<file path="src/rtl/sdram_bus_arbiter_pkg.sv">
// Shared types for the SDRAM port arbiter and neighbouring bus blocks.
// Holds the grant-state encoding, the default error read data and the request bundle.
package sdram_bus_arbiter_pkg;

    typedef enum logic [1:0] {
        IDLE = 2'd0,
        GNT0 = 2'd1,
        GNT1 = 2'd2
    } arb_state_e;

    localparam logic [31:0] ERR_RDATA_DEFAULT = 32'hDEAD_BEEF;

    typedef struct packed {
        logic        valid;
        logic [31:0] addr;
        logic [31:0] wdata;
        logic [3:0]  wstrb;
    } bus_req_t;

endpackage

</file>
<file path="src/rtl/sdram_arb_watchdog.sv">
// Per-transaction watchdog: counts stalled grant cycles, pulses expire_o on the last
// allowed cycle and keeps a sticky error flag until reset.
module sdram_arb_watchdog
    import sdram_bus_arbiter_pkg::*;
#(
    parameter int unsigned TIMEOUT_CYCLES = 1024
) (
    input  logic clk,
    input  logic reset,
    input  logic active_i,
    input  logic ready_i,
    output logic expire_o,
    output logic timeout_err_o
);

    localparam int unsigned   CW   = (TIMEOUT_CYCLES > 1) ? $clog2(TIMEOUT_CYCLES) : 1;
    localparam logic [CW-1:0] LAST = (TIMEOUT_CYCLES > 0) ? CW'(TIMEOUT_CYCLES - 1) : '0;

    logic [CW-1:0] count_q, count_d;
    logic          err_q;

    // A ready in the expiry cycle wins, so expiry needs ready_i low.
    assign expire_o = (TIMEOUT_CYCLES != 0) && active_i && !ready_i && (count_q == LAST);

    // NOTE: count_d gets its default before any condition so no latch is inferred.
    always_comb begin
        count_d = '0;
        if (active_i && !ready_i && !expire_o) begin
            count_d = count_q + CW'(1);
        end
    end

    // NOTE: state registers use non-blocking assignments so every flop samples pre-edge values.
    always_ff @(posedge clk) begin
        if (reset) begin
            count_q <= '0;
            err_q   <= 1'b0;
        end else begin
            count_q <= count_d;
            if (expire_o) begin
                err_q <= 1'b1;
            end
        end
    end

    assign timeout_err_o = err_q;

endmodule

</file>
<file path="src/rtl/sdram_bus_arbiter.sv">
// Two-master arbiter in front of the single SDRAM controller port, with round-robin or
// fixed priority, a one-cycle bubble between transactions and a watchdog for stalls.
module sdram_bus_arbiter
    import sdram_bus_arbiter_pkg::*;
#(
    parameter bit          FIXED_PRIORITY = 1'b0,
    parameter int unsigned TIMEOUT_CYCLES = 1024,
    parameter logic [31:0] ERR_RDATA      = ERR_RDATA_DEFAULT
) (
    input  logic        clk,
    input  logic        reset,
    input  logic        m0_valid,
    input  logic [31:0] m0_addr,
    input  logic [31:0] m0_wdata,
    input  logic [3:0]  m0_wstrb,
    output logic        m0_ready,
    output logic [31:0] m0_rdata,
    input  logic        m1_valid,
    input  logic [31:0] m1_addr,
    input  logic [31:0] m1_wdata,
    input  logic [3:0]  m1_wstrb,
    output logic        m1_ready,
    output logic [31:0] m1_rdata,
    output logic        s_valid,
    output logic [31:0] s_addr,
    output logic [31:0] s_wdata,
    output logic [3:0]  s_wstrb,
    input  logic        s_ready,
    input  logic [31:0] s_rdata,
    output logic        timeout_err,
    output logic        grant_id
);

    arb_state_e state_q, state_d;
    logic       last_winner_q, last_winner_d;
    logic       grant_id_q, grant_id_d;
    bus_req_t   req0, req1, req_sel;
    logic       in_grant, sel, expire;

    assign req0     = '{valid: m0_valid, addr: m0_addr, wdata: m0_wdata, wstrb: m0_wstrb};
    assign req1     = '{valid: m1_valid, addr: m1_addr, wdata: m1_wdata, wstrb: m1_wstrb};
    assign in_grant = (state_q != IDLE);
    assign sel      = (state_q == GNT1);
    assign req_sel  = sel ? req1 : req0;

    sdram_arb_watchdog #(
        .TIMEOUT_CYCLES(TIMEOUT_CYCLES)
    ) u_watchdog (
        .clk          (clk),
        .reset        (reset),
        .active_i     (in_grant && req_sel.valid),
        .ready_i      (s_ready),
        .expire_o     (expire),
        .timeout_err_o(timeout_err)
    );

    always_comb begin
        state_d       = state_q;
        last_winner_d = last_winner_q;
        grant_id_d    = grant_id_q;
        s_valid       = 1'b0;
        s_addr        = '0;
        s_wdata       = '0;
        s_wstrb       = '0;
        m0_ready      = 1'b0;
        m0_rdata      = '0;
        m1_ready      = 1'b0;
        m1_rdata      = '0;
        case (state_q)
            IDLE: begin
                // On a tie m0 wins if priority is fixed or m1 won last time.
                if (m0_valid && (!m1_valid || FIXED_PRIORITY || last_winner_q)) begin
                    state_d    = GNT0;
                    grant_id_d = 1'b0;
                end else if (m1_valid) begin
                    state_d    = GNT1;
                    grant_id_d = 1'b1;
                end
            end
            GNT0, GNT1: begin
                s_valid = req_sel.valid && !expire;
                s_addr  = req_sel.addr;
                s_wdata = req_sel.wdata;
                s_wstrb = req_sel.wstrb;
                if (s_ready || expire) begin
                    if (sel) begin
                        m1_ready = 1'b1;
                        m1_rdata = s_ready ? s_rdata : ERR_RDATA;
                    end else begin
                        m0_ready = 1'b1;
                        m0_rdata = s_ready ? s_rdata : ERR_RDATA;
                    end
                    last_winner_d = sel;
                    state_d       = IDLE;
                end else if (!req_sel.valid) begin
                    state_d = IDLE;
                end
            end
            default: state_d = IDLE;
        endcase
    end

    always_ff @(posedge clk) begin
        if (reset) begin
            state_q       <= IDLE;
            last_winner_q <= 1'b1;
            grant_id_q    <= 1'b0;
        end else begin
            state_q       <= state_d;
            last_winner_q <= last_winner_d;
            grant_id_q    <= grant_id_d;
        end
    end

    assign grant_id = grant_id_q;

endmodule
</file>
<file path="config.mk">
export PLATFORM = sky130hd
export DESIGN_NAME = sdram_bus_arbiter
export DESIGN_NICKNAME = d
export VERILOG_FILES = /design/src/rtl/sdram_bus_arbiter_pkg.sv /design/src/rtl/sdram_arb_watchdog.sv /design/src/rtl/sdram_bus_arbiter.sv
export SDC_FILE = /design/constraint.sdc
export NUM_CORES = 1
export LEC_CHECK = 0
export BUFFER_PORTS_ARGS = -buffer_cell sky130_fd_sc_hd__buf_2
export CAP_MARGIN = 20
export CORE_AREA = 3 3 120 122
export DETAILED_ROUTE_END_ITERATION = 12
export DIE_AREA = 0 0 123 125
export SYNTH_ARGS = -nofsm -noshare
export SYNTH_HDL_FRONTEND = slang
export SYNTH_SLANG_ARGS = --single-unit
</file>
<file path="constraint.sdc">
create_clock -name clk -period 2.5 [get_ports clk]
set_input_delay 0.25 -clock clk [delete_from_list [all_inputs] [get_ports clk]]
set_output_delay 0.25 -clock clk [all_outputs]
set_load 0.03 [all_outputs]
</file>
==> metrics.txt, run 1 <==
Core Footprint 13300 um^2; hold worst-path end u_watchdog.timeout_err_o; setup TNS 0 ns; warnings from Yosys 0; CTS Buffer Depth 2; Worst setup SP type flop; Syn Nets 521; largest net degree at the start of global routing 74; Clock Latency Late Sink 0.24 ns; Seq pwr share 0.159; DP Wirelength 8960 um; ys async rst share 0; Clock Skew 0.00106 ns; worst min path class in -> reg; reg2reg end last_winner_q; via count 3378; Int Pwr 866 uW; minimum clock period 2.42 ns; Final nets 825; Slew Limit Headroom 0.588; routed wire length per instance 13.8 um; Post-synth EDFFs 0; via count of the first global-routing pass 3037; maxcap violations 0; Main synth FF type dfxtp_1; FF+latch area 300 um^2; Top-Level Pins 310; Final Wtd Congestion 0.879; hold-fix buffers at CTS 0; Fill cells 1431; Final Slew Violations 0; share of layout cells above drive strength 1 0.523; fmax 413 MHz; Clock Power Share 0.195; H-tree levels 1; r2r startpoint state_q[1]; #FFs+latches synth 15; synthesized area 2430 um^2; Setup-failing EPs final 0; crit path max fanout 7; CP max stage delay 0.36 ns; Final period util 0.969; Sink Count 15; drt total wl 11400 um; die area 15400 um^2; Vias per Instance 4.10; Die Height 125 um; status completed; CTS tree yes; dpl cell area 4180 um^2; critical path type reg -> out; all-layer global routing usage 0.120; Hold Path Origin reset; first-pass detailed-route iteration total 4; starting density of the core 0.183; global route overflow 0; Net Sw Power 729 uW; Post-DRT Antenna Nets 0; DRT iter0 DRCs 108; most frequent cells after synthesis 93 x nor2b_1, 78 x nor2_1, 69 x mux2i_1; num rows 42; R2R setup slack 0.36 ns; Comb pwr share 0.646; pwr dens 356 nW/um^2; leakage 0.00228 uW; Die Wd 123 um; first-pass GRT wire length 15300 um; dpl ws 0.110 ns; count leader, synth nor2b_1; final setup margin 0.0786 ns; top post-synthesis cells by area mux2i_1 28%, nor2b_1 24%, dfxtp_1 12%; area delta synth->final 84.5%; Root Buffer clkbuf_16; area of the multi-input gates 2150 um^2; Mean Syn Cell Area 7.04 um^2; critical-path cell list inv_1, ha_4, nand4bb_4, nor4_4, buf_6, o21bai_2, nor2_1, clkbuf_4; Worst Path Required 2.25 ns; Worst setup EP type output pin; R2R depth 8; post-synthesis sequential area ratio 0.124; slowest stage cell, crit path dfxtp_1; Slew @ Worst Pin 0.618 ns; clock buffer count from CTS 3; number of diodes 0; Synth cell types 32; post-route cell area 4480 um^2; antenna violations before repair 0; hold depth 2; biggest area consumer among synthesized cells mux2i_1; Clock transition at path regs 0.05 ns; Sw Share 0.457; Synth Instances 345; # DRC 0; CP arrival 2.17 ns; Synth top area share 0.285; VDD IR max 226 uV; endpoints failing hold 0; Port Buf Inserts 309
area by class of cell:
cell class / instances / share of cell area
Sequential cell: 15 / 0.0670
Clock buffer: 4 / 0.0176
Timing Repair Buffer: 319 / 0.383
Tap cell: 176 / 0.0492
Multi-Input combinational cell: 306 / 0.480
Inverter: 4 / 0.00335
flip-flops by register name, summed over array words and instances (netlist names):
| name | count |
|---|---|
| last_winner_q | 1 |
| state_q | 2 |
| grant_id | 1 |
| u_watchdog.timeout_err_o | 1 |
| u_watchdog.count_q | 10 |
placed cells by master, fill, tap and decap left out, types with 4 or more instances in the layout:
master,count
buf_2,280
nor2b_1,93
nor2_1,74
mux2i_1,69
clkbuf_4,27
dfxtp_1,15
nand2_1,12
buf_4,9
o21bai_4,5
xor2_1,5
nand3_1,4
nand4_1,4
nand2b_1,4
nor2_2,4
nor3_1,4
metal layers:
metal	up-vias	share of wire	routed length, um	track usage
li1	1753	-	-	-
met4	0	0.0055	63	0.0104
met2	152	0.49	5520	0.211
met3	6	0.084	958	0.0266
met5	-	0	0	0
met1	1467	0.42	4830	0.156
cell families after synthesis:
kind of cell / after synthesis / share of synthesized area
AO/OA/AOI/OAI: 9 / 0.0314
multiplexers: 70 / 0.289
flip-flops: 15 / 0.124
buffers and inverters: 29 / 0.0500
adder cells (fa/ha/maj): 3 / 0.0155
AND/OR/NAND/NOR: 211 / 0.461
XOR/XNOR: 8 / 0.0289
stage by stage:
stage / hold slack (ns) / total power (uW) / util / instances
4_1_cts: 0.285 / 1560 / 0.321 / 817
3_3_place_gp: 0.441 / 1240 / 0.314 / 813
3_5_place_dp: 0.454 / 1250 / 0.314 / 813
6_report: 0.287 / 1590 / 0.337 / 824
2_1_floorplan: 0.322 / 892 / - / 345
5_1_grt: 0.298 / 1690 / 0.337 / 824
critical path, delay by kind of cell (launching register included):
kind,cells,cell delay [ns]
simple gates,3,0.71
compound gates,1,0.15
flops,1,0.36
buf+inv,3,0.50
fa+ha+maj,1,0.20
power by group through the flow:
stage | clock (uW) | combinational [uW] | sequential (uW)
final | 311 | 1030 | 254
after global routing | 330 | 1100 | 255
after CTS | 316 | 993 | 253
after detailed placement | 0 | 989 | 258
after global placement | 0 | 984 | 258
after floorplan | 0 | 632 | 260
worst max path at each step:
stage                          start      endpoint  depth (start not counted)
final                     state_q[1]  m1_rdata[11]                          8
after global routing      state_q[0]  m1_rdata[11]                          8
after CTS                 state_q[0]  m0_rdata[31]                          7
after detailed placement  state_q[0]  m0_rdata[31]                          7
after global placement    state_q[0]   m1_rdata[0]                          7
after floorplan           state_q[0]  m0_rdata[10]                          8
what timing repair did:
action,4_1_cts,5_1_grt
pin swaps,0,3
endpoints found under the setup margin,49,52
setup buffers,0,1
cloned,0,6
resized for setup,2,45
Power figures use the tool's default switching activity.
==> inputs of run 2 (changes only) <==
- CORE_AREA: 3 3 120 122 -> 3 3 118 120
- DIE_AREA: 0 0 123 125 -> 0 0 121 123
- clock period: 2.5 -> 2 ns (I/O delays scaled with it)
==> run 2 against run 1 <==
  * Cell area is 19% higher
  * Hold slack worse by 0.058 ns
  * Sequential power is 25% higher
  * Sequential share of layout area is 0.99 points lower
  * Register-to-register slack worse by 0.17 ns
  * Worst setup slack worse by 0.29 ns
  * Via count is 5.2% higher
  * Flip-flop and latch count stayed put
  * The flow now finishes with violations (setup timing)
  * Combinational power is 44% higher
  * Die area is 3.2% lower
  * Global-route usage is 2.2 points higher
  * Utilization is 7.1 points higher
==> metrics.txt, run 2 (synthesis gave the netlist of run 1 again) <==
crit path max fanout 7 (unchanged); via count of the first global-routing pass 3339 (+9.9%); global route overflow 0 (unchanged); Clock Power Share 0.181 (-0.014); Final period util 1.11; Final nets 839 (+1.7%); Root Buffer clkbuf_16; largest net degree at the start of global routing 59 (-20%); routed wire length per instance 14.8 um (+7.0%); Slew Limit Headroom 0.677 (+0.0886); Net Sw Power 1010 uW (+38%); Port Buf Inserts 309 (unchanged); first-pass detailed-route iteration total 4 (unchanged); Clock Latency Late Sink 0.25 ns (about the same); CTS Buffer Depth 2 (unchanged); Comb pwr share 0.674 (+0.028); all-layer global routing usage 0.142 (+0.0216); Post-Route Utilization 0.408 (+0.0713); area of the multi-input gates 2450 um^2 (+14%); maxcap violations 0 (unchanged); CP arrival 2.01 ns (-0.16 ns); slowest stage cell, crit path dfxtp_2; hold depth 2 (unchanged); die area 14900 um^2 (-3.2%); leakage 0.00249 uW (+9.0%); first-pass GRT wire length 17100 um (+12%); Hold WS 0.229 ns (-0.0580 ns); H-tree levels 1 (unchanged); RSZ-0062 raised after global routing yes; Final Slew Violations 0 (unchanged); critical path depth 9 (+1); DRT iter0 DRCs 122 (+13%); Core Footprint 13100 um^2 (-1.6%); biggest regs u_watchdog.count_q x10, state_q x2; antenna violations before repair 0 (unchanged); most frequent cells in the layout 249 x buf_2, 93 x nor2b_1, 67 x mux2i_1, 52 x buf_6, 45 x nor2_4; num rows 42 (unchanged); Clock transition at path regs 0.05 ns (about the same); final setup margin -0.215 ns (-0.293 ns); Die Height 123 um (-1.6%); cell repeated most along the worst path buf_6; endpoints failing hold 0 (unchanged); critical path type reg -> out; worst min path class in -> reg; Biggest register u_watchdog.count_q; VDD IR max 220 uV (-2.4%); Slew @ Worst Pin 0.484 ns (-0.134 ns); clock buffer count from CTS 3 (unchanged); Top delay family on crit path buffers and inverters; Top-Level Pins 310 (unchanged); DP Wirelength 9550 um (+6.6%); Largest register FFs 10 (unchanged); Clock Skew 0.00224 ns (+0.00118 ns); Die Wd 121 um (-1.6%); area delta synth->final 120%; Fill cells 1302 (-9.0%); Setup-failing EPs final 50 (+50); drt total wl 12400 um (+8.9%); Worst setup SP type flop; Worst Path Required 1.80 ns (-0.45 ns); status complete, but fails checks; Vias per Instance 4.24 (+3.5%); via count 3555 (+5.2%); R2R depth 7 (-1); Seq pwr share 0.145 (-0.014); CP max stage delay 0.34 ns (-0.02 ns); critical-path cell list buf_6, ha_4, mux2i_4, nor4_4, buf_4, o21bai_4, clkbuf_16, clkinvlp_4, buf_6; failing checks setup timing; Int Pwr 1190 uW (+37%); Sink Count 15 (unchanged); Sw Share 0.460 (+0.00282); Post-DRT Antenna Nets 0 (unchanged); CTS tree yes; WP buf/inv 5 (+2); fmax 452 MHz; share of layout cells above drive strength 1 0.618 (+0.0947); # DRC 0 (unchanged); minimum clock period 2.21 ns; number of diodes 0 (unchanged); pwr dens 411 nW/um^2 (+15%); Worst setup EP type output pin; Final Wtd Congestion 0.726 (-17%); starting density of the core 0.186 (+0.00293); most common cell after layout, fill and taps aside buf_2; FF+latch area 305 um^2 (+1.7%)
==> run 2: changes by cell type in the layout (fill, tap and decap cells not counted), sizes merged <==
cell      change
o21bai        -5
clkbuf       -24
clkinv        +1
buf          +42
inv           -1
clkinvlp      +1
==> run 2: path summary, 6_finish.rpt <==
kind	slack, ns	to	from
max reg2reg	0.19	u_watchdog.count_q[0]	state_q[1]
min reg2reg	0.47	u_watchdog.timeout_err_o	u_watchdog.timeout_err_o
max	-0.21	m0_ready	state_q[1]
min	0.23	u_watchdog.timeout_err_o	reset
==> run 2: power groups by stage <==
stage / sequential [uW] / clock [uW] / combinational [uW]
finish: 318 / 397 / 1480
global route: 318 / 429 / 1570
global placement: 321 / 0 / 1350
detailed placement: 321 / 0 / 1350
floorplan: 325 / 0 / 856
CTS: 317 / 407 / 1440
==> run 2: stage by stage <==
step	setup slack, ns	total power (uW)	area (um^2)	instances	TNS, ns
after detailed placement	-0.0478	1670	4690	830	-0.710
after global placement	0.00296	1670	4690	830	0
after floorplan	-0.0876	1180	2760	345	-2.11
after CTS	-0.211	2170	5190	835	-7.66
final	-0.215	2190	5340	838	-8.10
after global routing	-0.322	2320	5340	838	-14.87
==> run 2: metal layers <==
layer	part of all wire	wire length, um	track usage
met5	0	0	0
met4	0.012	148	0.0227
met3	0.085	1050	0.0279
met2	0.53	6500	0.270
met1	0.38	4690	0.166
==> run 2: what timing repair did <==
| item | 4_1_cts | 5_1_grt |
|---|---|---|
| gates cloned | 1 | 2 |
| pin swaps | 3 | 7 |
| hold buffers | 0 | 0 |
| endpoints found under the setup margin | 98 | 98 |
| setup buffers | 1 | 1 |
| gates resized for setup | 120 | 30 |
==> run 2: final cells by class <==
type / count / area share
repair buffers: 338 / 0.424
inverters: 4 / 0.00398
multi-input cells: 301 / 0.459
flip-flops and latches: 15 / 0.0572
clock inverters: 1 / 0.000937
clock buffers: 3 / 0.0141
well taps: 176 / 0.0412
